<file path="config.mk">
export PLATFORM = sky130hd
export DESIGN_NAME = syscall_service_controller
export DESIGN_NICKNAME = d
export VERILOG_FILES = /design/src/rtl/sys_pkg.sv /design/src/rtl/syscall_service_controller_fifo.sv /design/src/rtl/syscall_service_controller.sv
export SDC_FILE = /design/constraint.sdc
export NUM_CORES = 1
export LEC_CHECK = 0
export CORE_UTILIZATION = 25
export CTS_CLUSTER_DIAMETER = 100
export DETAILED_ROUTE_END_ITERATION = 10
export GPL_ROUTABILITY_DRIVEN = 0
export PLACE_DENSITY = 0.53
export SLEW_MARGIN = 0
export SYNTH_ARGS = -nofsm -noshare
export SYNTH_HDL_FRONTEND = slang
export SYNTH_HIERARCHICAL = 1
export SYNTH_SLANG_ARGS = --single-unit
</file>
<file path="constraint.sdc">
create_clock -name clk -period 5.19 [get_ports clk]
set_input_delay 1.557 -clock clk [delete_from_list [all_inputs] [get_ports clk]]
set_output_delay 1.557 -clock clk [all_outputs]
set_load 0.005 [all_outputs]
</file>
<file path="src/rtl/sys_pkg.sv">
// Shared types for the syscall console path: syscall codes, console entry
// kinds, the buffered entry format and the controller states.
package sys_pkg;

   localparam int SYS_DATA_W = 32;

   localparam logic [SYS_DATA_W-1:0] SYS_PRINT_INT = 32'd1;
   localparam logic [SYS_DATA_W-1:0] SYS_EXIT      = 32'd10;

   typedef enum logic [1:0] {
      CK_PRINT_INT = 2'd0,
      CK_EXIT      = 2'd1,
      CK_UNKNOWN   = 2'd2
   } cons_kind_t;

   typedef struct packed {
      cons_kind_t              kind;
      logic [SYS_DATA_W-1:0]   data;
   } syscall_entry_t;

   typedef enum logic [1:0] {
      SC_RUN,
      SC_DRAIN,
      SC_HALT
   } sc_state_t;

   // The console only ever needs one payload word, so the choice between
   // argument and code is made once, when the request is buffered.
   function automatic syscall_entry_t classify_syscall(
      input logic [SYS_DATA_W-1:0] code,
      input logic [SYS_DATA_W-1:0] arg
   );
      syscall_entry_t e;
      if (code == SYS_PRINT_INT) begin
         e.kind = CK_PRINT_INT;
         e.data = arg;
      end else if (code == SYS_EXIT) begin
         e.kind = CK_EXIT;
         e.data = '0;
      end else begin
         e.kind = CK_UNKNOWN;
         e.data = code;
      end
      return e;
   endfunction

endpackage

</file>
<file path="src/rtl/syscall_service_controller_fifo.sv">
// Two-write / one-read FIFO of syscall entries. When both lanes write,
// lane 0 lands in the lower slot; a lone lane 1 write takes the next slot.
module dual_push_fifo
   import sys_pkg::*;
#(
   parameter int DEPTH = 4
) (
   input  logic                       clk,
   input  logic                       rst,
   input  logic                       push0,
   input  syscall_entry_t             entry0,
   input  logic                       push1,
   input  syscall_entry_t             entry1,
   input  logic                       pop,
   output syscall_entry_t             head,
   output logic                       empty,
   output logic [$clog2(DEPTH):0]     free_cnt
);

   localparam int AW = $clog2(DEPTH);
   localparam int CW = AW + 1;

   syscall_entry_t   mem [DEPTH];
   logic [AW-1:0]    wr_ptr;
   logic [AW-1:0]    rd_ptr;
   logic [AW-1:0]    wr_addr1;
   logic [CW-1:0]    count;
   logic             do_pop;

   always_comb begin
      wr_addr1 = wr_ptr + AW'(push0);
      empty    = (count == '0);
      do_pop   = pop && !empty;
      free_cnt = CW'(DEPTH) - count;
      head     = mem[rd_ptr];
   end

   // Storage is not reset; the pointers and count alone define what is valid.
   always_ff @(posedge clk) begin
      if (push0) mem[wr_ptr]   <= entry0;
      if (push1) mem[wr_addr1] <= entry1;
   end

   always_ff @(posedge clk) begin
      if (rst) begin
         wr_ptr <= '0;
         rd_ptr <= '0;
         count  <= '0;
      end else begin
         wr_ptr <= wr_ptr + AW'(push0) + AW'(push1);
         rd_ptr <= rd_ptr + AW'(do_pop);
         count  <= count + CW'(push0) + CW'(push1) - CW'(do_pop);
      end
   end

endmodule

</file>
<file path="src/rtl/syscall_service_controller.sv">
// Collects syscalls retired by both write-back lanes, serialises them onto the
// console channel, and halts the machine once the exit syscall has drained.
module syscall_service_controller
   import sys_pkg::*;
#(
   parameter int DEPTH  = 4,
   parameter int DATA_W = 32
) (
   input  logic                clk,
   input  logic                rst,
   input  logic                req_valid0,
   input  logic [DATA_W-1:0]   req_code0,
   input  logic [DATA_W-1:0]   req_arg0,
   input  logic                req_valid1,
   input  logic [DATA_W-1:0]   req_code1,
   input  logic [DATA_W-1:0]   req_arg1,
   output logic                req_ready,
   output logic                stall_req,
   output logic                cons_valid,
   output logic [1:0]          cons_kind,
   output logic [DATA_W-1:0]   cons_data,
   input  logic                cons_ready,
   output logic                halted,
   output logic                proto_err
);

   localparam int CW = $clog2(DEPTH) + 1;

   sc_state_t        state;
   sc_state_t        state_next;
   syscall_entry_t   entry0;
   syscall_entry_t   entry1;
   syscall_entry_t   head;
   logic             fifo_empty;
   logic [CW-1:0]    free_cnt;
   logic             accept;
   logic             push0;
   logic             push1;
   logic             lane0_exit;
   logic             exit_enq;
   logic             pop;
   logic             proto_set;

   dual_push_fifo #(.DEPTH(DEPTH)) u_fifo (
      .clk      (clk),
      .rst      (rst),
      .push0    (push0),
      .entry0   (entry0),
      .push1    (push1),
      .entry1   (entry1),
      .pop      (pop),
      .head     (head),
      .empty    (fifo_empty),
      .free_cnt (free_cnt)
   );

   always_ff @(posedge clk) begin
      if (rst) begin
         state     <= SC_RUN;
         proto_err <= 1'b0;
      end else begin
         state <= state_next;
         if (proto_set) proto_err <= 1'b1;
      end
   end

   // Acceptance needs room for both lanes so the pipeline never has to split
   // a retiring pair. Anything younger than an exit in lane 0 is dropped.
   always_comb begin
      entry0     = classify_syscall(SYS_DATA_W'(req_code0), SYS_DATA_W'(req_arg0));
      entry1     = classify_syscall(SYS_DATA_W'(req_code1), SYS_DATA_W'(req_arg1));
      accept     = (state == SC_RUN) && (free_cnt >= CW'(2));
      push0      = accept && req_valid0;
      lane0_exit = push0 && (entry0.kind == CK_EXIT);
      push1      = accept && req_valid1 && !lane0_exit;
      exit_enq   = lane0_exit || (push1 && (entry1.kind == CK_EXIT));
      proto_set  = (state != SC_HALT) && !accept && (req_valid0 || req_valid1);

      req_ready  = accept;
      stall_req  = !accept;
      cons_valid = !fifo_empty && (state != SC_HALT);
      pop        = cons_valid && cons_ready;
      cons_kind  = cons_valid ? head.kind : CK_PRINT_INT;
      cons_data  = cons_valid ? DATA_W'(head.data) : '0;
      halted     = (state == SC_HALT);

      state_next = state;
      case (state)
         SC_RUN:   if (exit_enq) state_next = SC_DRAIN;
         SC_DRAIN: if (pop && (head.kind == CK_EXIT)) state_next = SC_HALT;
         SC_HALT:  state_next = SC_HALT;
         default:  state_next = SC_RUN;
      endcase
   end

endmodule

</file>
* Yosys cells after proc, flatten, opt, wreduce, memory -nomap -nowiden
Memories as Yosys holds them, arrays and structs flattened. A register that Yosys moved wholly into a read port is not among the register bits. Index checks and enable logic that the tools add are counted. W data, S select, Z words.
Operators by class: magnitude comparators 1, equal/unequal tests 12, add/sub/neg operators 7, mux-type cells 14, reduce and logical (&&, ||, !) cells 20
Operators by type and width (count):
- $mux W34 | 4
- $eq A32 B1 Y1 const B | 2
- $eq A32 B4 Y1 const B | 2
- $mux W32 | 1
- $logic_and A1 B1 Y1 | 12
- $eq A2 B1 Y1 const B | 4
- $mux W2 | 4
- $add A2 B1 Y2 | 3
- $add A3 B1 Y3 | 2
- $ne A2 B2 Y1 const B | 3
- $pmux W2 S3 | 1
- $mux W1 | 4
- $ge A3 B2 Y1 const B | 1
- $logic_not A1 Y1 | 3
- $logic_not A3 Y1 | 1
- $sub A3 B1 Y3 | 1
- $sub A3 B3 Y3 const A | 1
- $eq A2 B2 Y1 const B | 1
- $logic_not A2 Y1 | 1
- $logic_or A1 B1 Y1 | 2
- $reduce_and A2 Y1 | 1
Word-level totals: logic and storage cells 60, memories 1, RAM bits 136, register bits after elaboration 10, output and inout bits 39, input port bits 133
Memory list:
- u_fifo.mem | depth 4, width 34, read ports 1, clocked after Yosys merged registers in 1, wr ports 2, RTL line syscall_service_controller_fifo.sv:23 | syscall_entry_t mem [DEPTH];

* Depth between registers and ports, before layout
depth in word-level cells 11, mapped depth 15, depth with buffers taken out 15

* By module
The synthesis kept the hierarchy.
By module, submodules not included:
- dual_push_fifo | area each 7019.2 µm², seq. area each 4224.1 µm², cells each 376, times used 1
- syscall_service_controller | area each 1271.2 µm², seq. area each 60.1 µm², cells each 177, times used 1

* Worst setup path after synthesis
OpenSTA, ideal clock, no wires.
path kind input -> register, start input port req_code0[1], end memory u_fifo/mem[1][0] in the netlist's numbering, enable pin, cell stages on the path 5, path buffers 0, data arrival time 4808 ps, required time 4718 ps, setup slack -91 ps, library setup time 472 ps, path through and3b_1 and2_1 a21oi_1 nand2_1 o21ai_0
RTL lines:
- from (decl) | RTL line syscall_service_controller.sv:12 | input logic [DATA_W-1:0] req_code0,
- to (decl) | RTL line syscall_service_controller_fifo.sv:23

==> flow_metrics.env <==
export IMPL_route_met2_wl_um=11800
export IMPL_drt_initial_drc_count=269
export IMPL_port_buffers=171
export IMPL_avgSynthCellArea_um2=15.0
export IMPL_htree_levels=4
export IMPL_antenna_left=0
export IMPL_crit_fanout=5
export IMPL_drc_errors=0
export IMPL_grt_pass1_wl_um=36200
export IMPL_layoutNonFillerInstCount=1193
export IMPL_cap_violations=0
export IMPL_cts_buffers=17
export IMPL_cts_setup_buffers=0
export IMPL_antenna_found_initial=1
export IMPL_slowest_delay_ns=0.43
export IMPL_path_clk_slew_ns=0.07
export IMPL_max_vdd_ir_drop_mv=0.273
export IMPL_drtPass1Iterations=4
export IMPL_rsz0062_at_grt="no"
export IMPL_die_area_um2=33900
export IMPL_fin_crit_ns=4.37
export IMPL_insertion_delay_ns=0.42
export IMPL_crit_type="in2reg"
export IMPL_grt_max_degree=33
export IMPL_path_buf_inv=4
export IMPL_path_cells="clkdlybuf4s50_1, nor4_1, buf_4, nand2_1, nor4_4, and2_1, a21oi_1, inv_1, ha_1, inv_1, fa_1, fa_1, xnor2_1, xnor2_1, nor2_1"
export IMPL_grt_pass1_vias=5745
export IMPL_cts_root_buffer="clkbuf_16"
export IMPL_rows=66
export IMPL_p_per_area_nw_per_um2=506
export IMPL_nets=882
export IMPL_vias_per_cell=4.50
export IMPL_fin_hold_ws_ns=0.484
export IMPL_startpoint_type="input port"
export IMPL_die_x_um=184
export IMPL_hpwl_um=17100
export IMPL_antenna_diode_count=0
export IMPL_syn2layout_area_growth_pct=36.1
export IMPL_highest_layer="met5"
export IMPL_post_place_ws_ns=0.366
export IMPL_clock_sinks=146
export IMPL_crit_family="simple AND/OR/NAND/NOR gates"
export IMPL_p_leak_nw=3.97
export IMPL_clk_path_buf_depth=2
export IMPL_wl_met1_um=11600
export IMPL_fillCellCount=3237
export IMPL_relSlewSlack=0.463
export IMPL_dr_total_vias=5367
export IMPL_syn_nets=696
export IMPL_slowest_stage="clkdlybuf4s50_1"
export IMPL_hold_path_class="reg2reg"
export IMPL_final_max_slew_viol_count=0
export IMPL_synth_area_um2=8280
export IMPL_wl_per_cell_um=20.7
export IMPL_holdBufCountCts=0
export IMPL_cts_resized=0
export IMPL_coreArea_um2=32500
export IMPL_drive_above_1_share=0.321
export IMPL_fmax_mhz=229
export IMPL_drt_wl_total_um=24700
export IMPL_ioPinCount=172
export IMPL_track_usage=0.149
export IMPL_endpoint_kind="flop"
export IMPL_tns_ns=0
export IMPL_setup_slack_ns=0.818
export IMPL_setup_violations=0
export IMPL_cts_tree="yes"
export IMPL_overflow=0
export IMPL_fin_crit_sh=0.842
export IMPL_synth_cells=552
export IMPL_required_ns=5.49
export IMPL_worstMarginPinSlew_ns=0.806
export IMPL_outcome="completed"
export IMPL_dieHeight_um=184
export IMPL_yosys_warnings=6
export IMPL_worstPathArrival_ns=4.67
export IMPL_fin_skew_ns=0.0130
export IMPL_dp_cells=1161
export IMPL_hold_viol=0
export IMPL_wl_met3_um=1080
export IMPL_start_util=0.255
## layout make-up
| type | instances | area, um^2 | share of cell area |
|---|---|---|---|
| multi-input cells | 362 | 3750 | 0.333 |
| repair buffers | 198 | 2000 | 0.178 |
| inverters | 13 | 48.8 | 0.00433 |
| flip-flops and latches | 146 | 4290 | 0.380 |
| well taps | 442 | 553 | 0.0491 |
| clock buffers | 17 | 425 | 0.0377 |
| clock inverters | 15 | 206 | 0.0183 |
## through the flow
stage / power, mW / cell area (um^2) / utilization
after floorplan: 3.32 / 8280 / -
final: 5.70 / 11300 / 0.346
after global routing: 6.00 / 11300 / 0.346
after global placement: 4.45 / 10600 / 0.327
after detailed placement: 4.45 / 10600 / 0.327
after CTS: 5.79 / 11300 / 0.346
## worst register-to-register path: stages, from the launching register on
cell	delay, ns
dfxtp_1	0.37
inv_1	0.09
ha_1	0.19
ha_1	0.27
inv_1	0.05
o21a_1	0.20
and2_1	0.35
ha_1	0.32
xnor2_2	0.17
nor2_4	0.63
buf_12	0.27
mux2_2	0.36
## worst paths after layout
kind	start	endpoint	slack (ns)	cells after the start
worst max-delay path	req_code0[10]	u_fifo/count[2]	0.82	15
worst min-delay path	proto_err	proto_err	0.48	2
worst max register to register	u_fifo/count[1]	u_fifo/mem[3][9]	1.68	11
worst min register to register	proto_err	proto_err	0.48	2
## metal layers
layer,GRT usage,vias up
met5,0,-
met4,0.0333,2
met3,0.0309,11
met2,0.250,140
met1,0.197,2687
li1,-,2527
## state kept, by name, summed over array words and instances (netlist names)
register / flops
u_fifo/wr_ptr: 2
state: 2
u_fifo/count: 3
proto_err: 1
u_fifo/mem: 136
u_fifo/rd_ptr: 2
## cells in the final DEF, fill, tap and decap left out, drive strengths merged, types with 9 or more instances in the layout
master           n
edfxtp         136
dfxtp           10
ha               9
nor2            15
clkdlybuf4s50  171
buf             27
mux2           136
nand2           11
mux4            34
inv             16
nor4            14
a21o            58
and2            39
clkbuf          17
## report_power, final
| part | switching, mW | internal, mW |
|---|---|---|
| clock | 0.514 | 0.811 |
| sequential | 0.135 | 1.83 |
| combinational | 1.12 | 1.29 |
Note: power is estimated with default switching activity, not from simulation.
